### config.mk
export PLATFORM = sky130hd
export DESIGN_NAME = game_flow_ctrl
export DESIGN_NICKNAME = d
export VERILOG_FILES = /design/src/rtl/game_flow_ctrl_pkg.sv /design/src/rtl/game_flow_ctrl_btn_debounce.sv /design/src/rtl/game_flow_ctrl.sv
export SDC_FILE = /design/constraint.sdc
export NUM_CORES = 1
export LEC_CHECK = 0
export ABC_AREA = 1
export CELL_PAD_IN_SITES_DETAIL_PLACEMENT = 0
export CELL_PAD_IN_SITES_GLOBAL_PLACEMENT = 1
export CORE_ASPECT_RATIO = 0.8
export CORE_MARGIN = 4
export CORE_UTILIZATION = 42
export DETAILED_ROUTE_END_ITERATION = 16
export MAX_ROUTING_LAYER = met4
export PLACE_DENSITY = 0.8
export SYNTH_ARGS = -nofsm -noshare
export SYNTH_HDL_FRONTEND = slang
export SYNTH_SLANG_ARGS = --single-unit
### constraint.sdc
create_clock -name basys_clock -period 2.2 [get_ports basys_clock]
set_clock_uncertainty 0.15 [all_clocks]
set_input_delay 0.22 -clock basys_clock [delete_from_list [all_inputs] [get_ports basys_clock]]
set_output_delay 0.22 -clock basys_clock [all_outputs]
set_load 0.005 [all_outputs]
### src/rtl/game_flow_ctrl_pkg.sv
// Shared encodings for the game sequencing controller and its helpers.
package game_flow_ctrl_pkg;

  localparam int NUM_GAMES = 3;

  localparam logic [2:0] PROG_MENU   = 3'd0;
  localparam logic [2:0] PROG_RNG    = 3'd1;
  localparam logic [2:0] PROG_MORSE  = 3'd2;
  localparam logic [2:0] PROG_FREEZE = 3'd3;

  typedef enum logic [1:0] {
    ST_MENU  = 2'd0,
    ST_ENTER = 2'd1,
    ST_PLAY  = 2'd2,
    ST_EXIT  = 2'd3
  } state_t;

  // One-hot game mask for a 1-based game number; 0 and values above
  // NUM_GAMES shift the bit out and give an all-zero mask.
  function automatic logic [NUM_GAMES-1:0] game_mask(input logic [2:0] sel);
    logic [NUM_GAMES-1:0] one;
    one = {{(NUM_GAMES-1){1'b0}}, 1'b1};
    return one << (sel - 3'd1);
  endfunction

endpackage

### src/rtl/game_flow_ctrl_btn_debounce.sv
// Button conditioner: 2-flop synchroniser, tick-gated debounce and a
// one-cycle pulse on each rising edge of the debounced level.
module btn_debounce #(
  parameter int DEB_MS = 20,
  parameter int CNT_W  = 16
) (
  input  logic clk_i,
  input  logic rst_i,
  input  logic tick_i,
  input  logic btn_i,
  output logic pulse_o
);

  logic [1:0]       sync_q;
  logic             level_q;
  logic [CNT_W-1:0] cnt_q;
  logic             pulse_q;

  // Synchronise, count consecutive differing ticked samples, flip the level.
  always_ff @(posedge clk_i) begin
    if (rst_i) begin
      sync_q  <= 2'b00;
      level_q <= 1'b0;
      cnt_q   <= '0;
      pulse_q <= 1'b0;
    end else begin
      sync_q  <= {sync_q[0], btn_i};
      pulse_q <= 1'b0;
      if (tick_i) begin
        if (sync_q[1] == level_q) begin
          cnt_q <= '0;
        end else if (cnt_q >= CNT_W'(DEB_MS - 1)) begin
          level_q <= ~level_q;
          cnt_q   <= '0;
          pulse_q <= ~level_q;
        end else begin
          cnt_q <= cnt_q + 1'b1;
        end
      end
    end
  end

  assign pulse_o = pulse_q;

endmodule

### src/rtl/game_flow_ctrl.sv
// Top-level game sequencer: owns the mux select, unlock order, per-game
// restart pulses and the inactivity timeout.
//
// state | meaning
// MENU  | progress=0, wait for a valid btnR selection
// ENTER | one cycle, restart pulse to the selected game, timeout cleared
// PLAY  | game owns the display; btnL or timeout leaves
// EXIT  | one cycle, progress already back to 0, then MENU
module game_flow_ctrl
  import game_flow_ctrl_pkg::*;
#(
  parameter int DEB_MS     = 20,
  parameter int TIMEOUT_MS = 30000,
  parameter int CNT_W      = 16
) (
  input  logic       basys_clock,
  input  logic       reset,
  input  logic       tick_1ms,
  input  logic       btnL,
  input  logic       btnR,
  input  logic [2:0] menu_sel,
  input  logic       activity,
  input  logic [2:0] game_done,
  output logic [2:0] progress,
  output logic [2:0] game_rst,
  output logic [2:0] unlocked,
  output logic       all_done,
  output logic       err_locked
);

  logic             p_l;
  logic             p_r;
  state_t           state_q;
  logic [2:0]       sel_q;
  logic [2:0]       progress_q;
  logic [2:0]       game_rst_q;
  logic             err_q;
  logic [2:0]       done_q;
  logic [CNT_W-1:0] tmo_q;

  logic [2:0]       unlock_vec;
  logic             sel_ok;
  logic [CNT_W-1:0] tmo_inc;
  logic             tmo_hit;

  btn_debounce #(.DEB_MS(DEB_MS), .CNT_W(CNT_W)) u_deb_l (
    .clk_i   (basys_clock),
    .rst_i   (reset),
    .tick_i  (tick_1ms),
    .btn_i   (btnL),
    .pulse_o (p_l)
  );

  btn_debounce #(.DEB_MS(DEB_MS), .CNT_W(CNT_W)) u_deb_r (
    .clk_i   (basys_clock),
    .rst_i   (reset),
    .tick_i  (tick_1ms),
    .btn_i   (btnR),
    .pulse_o (p_r)
  );

  // Unlock chain, selection validity and the saturating timeout step.
  always_comb begin
    unlock_vec = {done_q[1], done_q[0], 1'b1};
    sel_ok     = (menu_sel != 3'd0) && (menu_sel <= 3'(NUM_GAMES)) &&
                 ((unlock_vec & game_mask(menu_sel)) != 3'b000);
    tmo_inc    = (tmo_q == '1) ? tmo_q : tmo_q + 1'b1;
    tmo_hit    = (TIMEOUT_MS != 0) && tick_1ms && !activity &&
                 (tmo_inc >= CNT_W'(TIMEOUT_MS));
  end

  // Sequencing FSM with registered outputs.
  always_ff @(posedge basys_clock) begin
    if (reset) begin
      state_q    <= ST_MENU;
      sel_q      <= PROG_MENU;
      progress_q <= PROG_MENU;
      game_rst_q <= 3'b000;
      err_q      <= 1'b0;
      done_q     <= 3'b000;
      tmo_q      <= '0;
    end else begin
      game_rst_q <= 3'b000;
      err_q      <= 1'b0;
      case (state_q)
        ST_MENU: begin
          progress_q <= PROG_MENU;
          if (p_r) begin
            if (sel_ok) begin
              sel_q      <= menu_sel;
              progress_q <= menu_sel;
              game_rst_q <= game_mask(menu_sel);
              state_q    <= ST_ENTER;
            end else begin
              err_q <= 1'b1;
            end
          end
        end
        ST_ENTER: begin
          tmo_q   <= '0;
          state_q <= ST_PLAY;
        end
        ST_PLAY: begin
          done_q <= done_q | (game_done & game_mask(sel_q));
          if (activity) begin
            tmo_q <= '0;
          end else if (tick_1ms) begin
            tmo_q <= tmo_inc;
          end
          if (p_l || tmo_hit) begin
            progress_q <= PROG_MENU;
            state_q    <= ST_EXIT;
          end
        end
        ST_EXIT: begin
          progress_q <= PROG_MENU;
          state_q    <= ST_MENU;
        end
        default: state_q <= ST_MENU;
      endcase
    end
  end

  assign progress   = progress_q;
  assign game_rst   = game_rst_q;
  assign err_locked = err_q;
  assign unlocked   = unlock_vec;
  assign all_done   = &done_q;

endmodule

After elaboration in Yosys (flattened, before gate mapping)
Index checks and enable logic that the tools add are counted.
{ "classes": {"shifts": 2, "order_cmp": 4, "n_eq_ne": 10, "bitwise": 13, "mul": 0, "n_reduce_logical": 22, "n_addsub": 5, "n_div": 0, "n_mux": 17} }
{ "op_table": {"columns": ["op", "n"], "rows": [
  ["$mux 16", 7],
  ["$add 16x1->16 const B", 3],
  ["$ge 16x5->1 const B", 2],
  ["$pmux 16 s2", 1],
  ["$eq 16x16->1 const B", 1],
  ["$ge 16x15->1 const B", 1],
  ["$reduce_and 3->1", 5],
  ["$reduce_or 4->1", 3],
  ["$not 1->1", 10],
  ["$mux 3", 3],
  ["$pmux 3 s3", 1],
  ["$reduce_bool 3->1", 3],
  ["$pmux 2 s4", 1],
  ["$and 3x3->3", 2],
  ["$mux 2", 3],
  ["$shl 1x3->3 const A", 2],
  ["$sub 3x1->3 const B", 2],
  ["$eq 2x2->1 const B", 2],
  ["$logic_and 1x1->1", 4],
  ["$ne 2x2->1 const B", 2],
  ["$reduce_and 2->1", 2],
  ["$le 3x2->1 const B", 1],
  ["$ne 3x3->1 const B", 1],
  ["$or 3x3->3", 1],
  ["other kinds (9)", 10]
]} }
{ "word_totals": {"ff_bits": 71, "output_inout_bits": 11, "memories": 0, "ramBits": 0, "wordCells": 88, "romBits": 0, "inputBits": 12, "latchBits": 0} }

Depth between registers and ports, before layout
{ "logic_depth": {"depth_word": 8, "mapped_depth": 18, "ltp_nobuf": 18} }

Hierarchy
A second synthesis with hierarchy kept.
{ "unflattened": {"hier_cells": 474, "area_unflattened_um2": 3433.3} }
{ "by_module_without_submodules": {"columns": ["mod", "cells_each", "seq_area_each_um2", "instances", "area_per_inst_um2"], "rows": [
  ["game_flow_ctrl", 280, 620.6, 1, 1869.3],
  ["btn_debounce", 97, 400.4, 2, 782.0]
]} }

Worst setup path after synthesis
OpenSTA, ideal clock, no wires.
{ "synth_path": {"kind": "reg-to-reg", "from": "register tmo_q[0]", "to": "register progress_q[0] (netlist: progress[0])", "t_required_ps": 1935, "arrival_ps": 1749, "setup_time_ps": 115, "setup_slack_ps": 186, "period_less_slack_ps": 2014, "stages_incl_launch_ff": 19, "path_buffers": 0, "path_cell_list": "dfxtp_1 > ha_1 > inv_2 > nor2_4 > nand2_2 > inv_2 > nand3_1 > nand3_2 > nand2_1 > inv_1 > nand3_1 > nand2_1 > inv_1 > nand2_1 > nand2_2 > nand2_4 > nand3_1 > nand2_1 > nor2_1"} }
{ "synth_via": {"elab_chain_len": 7, "word_cells_on_any_way": 8, "classes_between": "add/sub: 1; order compare: 1; eq/ne: 2; mux: 1; reduce/logical: 3"} }
{ "synth_rtl": {"columns": ["element", "line", "rtl"], "rows": [
  ["start, declared", "game_flow_ctrl.sv:39", "logic [CNT_W-1:0] tmo_q;"],
  ["start signal, assigned", "game_flow_ctrl.sv:108", "tmo_q <= tmo_inc;"],
  ["$add 16x1->16 / $eq 16x16->1 (equally long branches)", "game_flow_ctrl.sv:67", "tmo_inc = (tmo_q == '1) ? tmo_q : tmo_q + 1'b1;"],
  ["$mux 16 (*)", "game_flow_ctrl.sv:67", null],
  ["$ge 16x15->1 (*)", "game_flow_ctrl.sv:69", "(tmo_inc >= CNT_W'(TIMEOUT_MS));"],
  ["$logic_and 1x1->1 (*)", "game_flow_ctrl.sv:68", "tmo_hit = (TIMEOUT_MS != 0) && tick_1ms && !activity &&"],
  ["$logic_or 1x1->1 (*)", "game_flow_ctrl.sv:110", "if (p_l || tmo_hit) begin"],
  ["$ne 2x2->1 (no source line) (*)", null, null],
  ["$reduce_and 2->1 (no source line) (*)", null, null],
  ["end signal, assigned", "game_flow_ctrl.sv:91", "progress_q <= menu_sel;"],
  ["end, declared", "game_flow_ctrl.sv:35", "logic [2:0] progress_q;"]
]} }
Mark *: on every way between the ends. The rest lies on a longest branch, timed or not.
A chain may end at the register's enable or synchronous reset.

Worst setup path after layout
{ "layout_path": {"from": "register tmo_q[0]", "to": "register progress_q[1] (netlist: progress[1])"} }
The elaborated chain is that of the path after synthesis.

==> results list <==
- The run finished with clean final reports.
* Clock Tree Buf Depth: 2
- Crit Path Class: reg -> reg
* Synth warnings: 0
- The die covers 0.00932 sq mm.
- After detailed routing, the number of vias per cell comes to 4.74.
* Highest Clock Rate: 489 MHz
- Area Growth Syn to Fin: 18.8%
* LEAKAGE: 1.54 nW
- Entering global routing, the biggest net connects 54 pins.
- Final HPWL from detailed placement: 4860 um
- Worst supply voltage drop on vdd: 0.000435 V
- The later pin in the worst-skew pair is clocked with a latency of 330 ps.
* Via count of the routed design: 2,812
- Of the cells placed in the final design, the portion with a size suffix greater than 1 is 0.154.
* Power consumption: 3.08 mW
- Area of the core: 0.00750 sq mm
- The count of endpoints failing hold in the final timing report was 0.
* Clock tree from TritonCTS: built
- Final hold analysis gives a worst-case slack of 185 ps.
- After clock tree synthesis, the clock-pin slew on the worst setup and hold paths is 80 ps.
* Critical Path AT: 2130 ps
* Routed wire length: 6900 um
* Count of standard-cell rows: 28
- First-pass GRT wire length: 11,600 um
- The setup check on the worst reg-to-reg path leaves a slack of 160 ps.
- GRT Overall Usage: 0.161
- CTS placed an instance of clkbuf_8 at the clock tree root.
* Number of antenna violations at the first check in global routing: 0
- Wire length per cell: 11.6 um
- The number of antenna diodes in the final layout is 0.
- The number of clock buffers added by TritonCTS is 9.
* Count of antenna-violating nets left after detailed routing: 0
- Worst rel slew slack: 0.633
- The first TritonRoute pass finished after 4 iterations.
- Sinks on the clock net: 71
- Unrepaired setup endpoints after global routing: true
* Total power density per cell area: 789 mW/mm^2
* H-tree depth: 3
- Yosys mapped a number of flops with a built-in enable equal to 0.
- Starting density of the core: 0.439
* Global-route congestion overflow total: 0
- The net count of the finished layout is 504.
- Measured along the x axis, the die boundary spans 107 um.
- The number of global-route vias before repair is 2,555.
- Transition time at the pin with the least slew margin: 550 ps
- The min-delay analysis places its worst path in the category in -> reg.
- For this run, the register share of the synthesized area comes to 0.432.
- STA classifies the critical path endpoint as a flop.
- DRT iter0 DRCs: 74
- After detailed routing, the number of remaining DRC violations is 0.
- Gate Count Post-Synth: 456
- Share of flip-flops with an asynchronous set or reset: 0
- Floorplan die height: 87.2 um
- The number of hold buffers added after CTS was 0.
- Dividing the final minimum period by the clock period gives 0.929.
* Number of flip-flops and latches in the synthesized netlist: 71
* Final Setup Violations: 0
* Min cycle time layout: 2040 ps
- Top-level port count: 23
* Required time at the worst-slack endpoint: 2280 ps
* Per-instance average area after synthesis: 7.21 sq um
- STA classifies the critical path startpoint as a flop.
- Mapped cell area: 0.00329 sq mm
* Post-synth cell types: 34
- Routability-driven placement congestion ratio: 0.860
- In this run the worst path has a maximum fanout of 7.
* Count of port buffers added during placement: 21
- Among all flip-flop cells after synthesis, the most frequent one is dfxtp_1.
* Post-synth net total: 476
* Max capacitance violation total: 0
- The final count of pins violating max slew came to 0.
* TNS Setup: 0 ps
## path summary, 6_finish.rpt
| path | startpoint | endpoint | depth (start not counted) |
|---|---|---|---|
| min | reset | progress[2] | 4 |
| min reg2reg | u_deb_r.sync_q[0] | u_deb_r.sync_q[1] | 2 |
| max reg2reg | tmo_q[0] | progress[1] | 15 |
| max | tmo_q[0] | progress[1] | 15 |
## report_power, final
part	switching, mW	leakage, nW	internal, mW
clock network	0.487	0.0888	0.520
registers	0.0568	0.580	1.35
logic	0.395	0.873	0.274
total	0.939	1.54	2.14
## metrics by stage
step                      instances  utilization  instance area [sq um]  setup WS (ps)
after global placement          575        0.484                   3630           68.0
final                           593        0.521                   3910            156
after CTS                       590        0.509                   3820           44.5
after global routing            593        0.521                   3910          -49.8
after floorplan                 456            -                   3290            186
after detailed placement        575        0.484                   3630           67.6
## cell usage after synthesis (7+ instances only)
| cell type | number | share of area |
|---|---|---|
| clkbuf_1 | 10 | 0.011 |
| nand3_1 | 26 | 0.040 |
| nand2_1 | 93 | 0.11 |
| nor3_1 | 21 | 0.032 |
| inv_1 | 57 | 0.065 |
| dfxtp_1 | 71 | 0.43 |
| nor2_1 | 58 | 0.066 |
| a21oi_1 | 32 | 0.049 |
| o21ai_0 | 12 | 0.018 |
| nor2_2 | 7 | 0.013 |
| nand2_2 | 8 | 0.015 |
| nand4_1 | 7 | 0.013 |
| ha_1 | 8 | 0.030 |
## area by class of cell
cell class              count  area [sq um]
inverters                  59           221
fillers                   765          3590
clock inverters             5          58.8
clock buffers              10           128
multi-input cells         311          1630
flip-flops and latches     71          1440
well taps                 105           131
repair buffers             32           300
## timing repair
item / CTS / global route
resized for setup: 0 / 25
endpoints found under the setup margin: 0 / 15
buffers inserted: 0 / 2
## metal layers
metal,GRT usage,part of all wire,up-vias
met5,-,0,-
met4,0.0383,0.0042,0
met3,0.0474,0.052,2
met2,0.249,0.44,56
met1,0.208,0.50,1246
li1,-,-,1508
## worst max-delay path, stage by stage (launching register included)
cell and delay [ps]:
dfxtp_4 370, ha_4 160, inv_2 80, nor2_4 50, nand2_2 80, inv_2 50
nand2_4 120, inv_1 70, nor3_1 180, nand2_1 90, nand3_1 90, nand2_1 60
nand2_2 100, nand2_2 80, a21oi_1 140, nor2_1 50
## registers in the layout, summed over array words and instances, names as in the netlist
name,count
u_deb_r.cnt_q,16
u_deb_l.cnt_q,16
sel_q,3
state_q,2
u_deb_l.sync_q,2
u_deb_l.pulse_o,1
u_deb_r.pulse_o,1
tmo_q,16
u_deb_r.level_q,1
done_q,3
u_deb_r.sync_q,2
progress,3
game_rst,3
err_locked,1
u_deb_l.level_q,1
## placed cells by master (no fill, tap or decap), types with 7 or more instances in the layout
cell             Yosys  final
nor2_1              58     56
nand2_1             93     91
o21ai_0             12     12
dfxtp_1             71     59
dfxtp_2              0     10
buf_4                4     10
nor2_2               7      7
nand4_1              7      7
a21oi_1             32     32
inv_1               57     57
nand2_2              8     11
ha_1                 8      7
clkdlybuf4s50_1      0     20
nand3_1             26     25
nor3_1              21     21
clkbuf_8             0      9
## logic make-up (layout without fill, tap and decap cells)
| kind of cell | after synthesis | count (layout) | synth area share |
|---|---|---|---|
| AOI/OAI and AO/OA | 54 | 54 | 0.0898 |
| xor gates and xnor gates | 10 | 10 | 0.0266 |
| adders and majority gates | 8 | 8 | 0.0304 |
| buffers and inverters | 75 | 106 | 0.0902 |
| DFF | 71 | 71 | 0.432 |
| other | 1 | 1 | 0.00114 |
| and+or+nand+nor | 237 | 238 | 0.330 |
No activity file was read; power rests on OpenSTA's default activity.
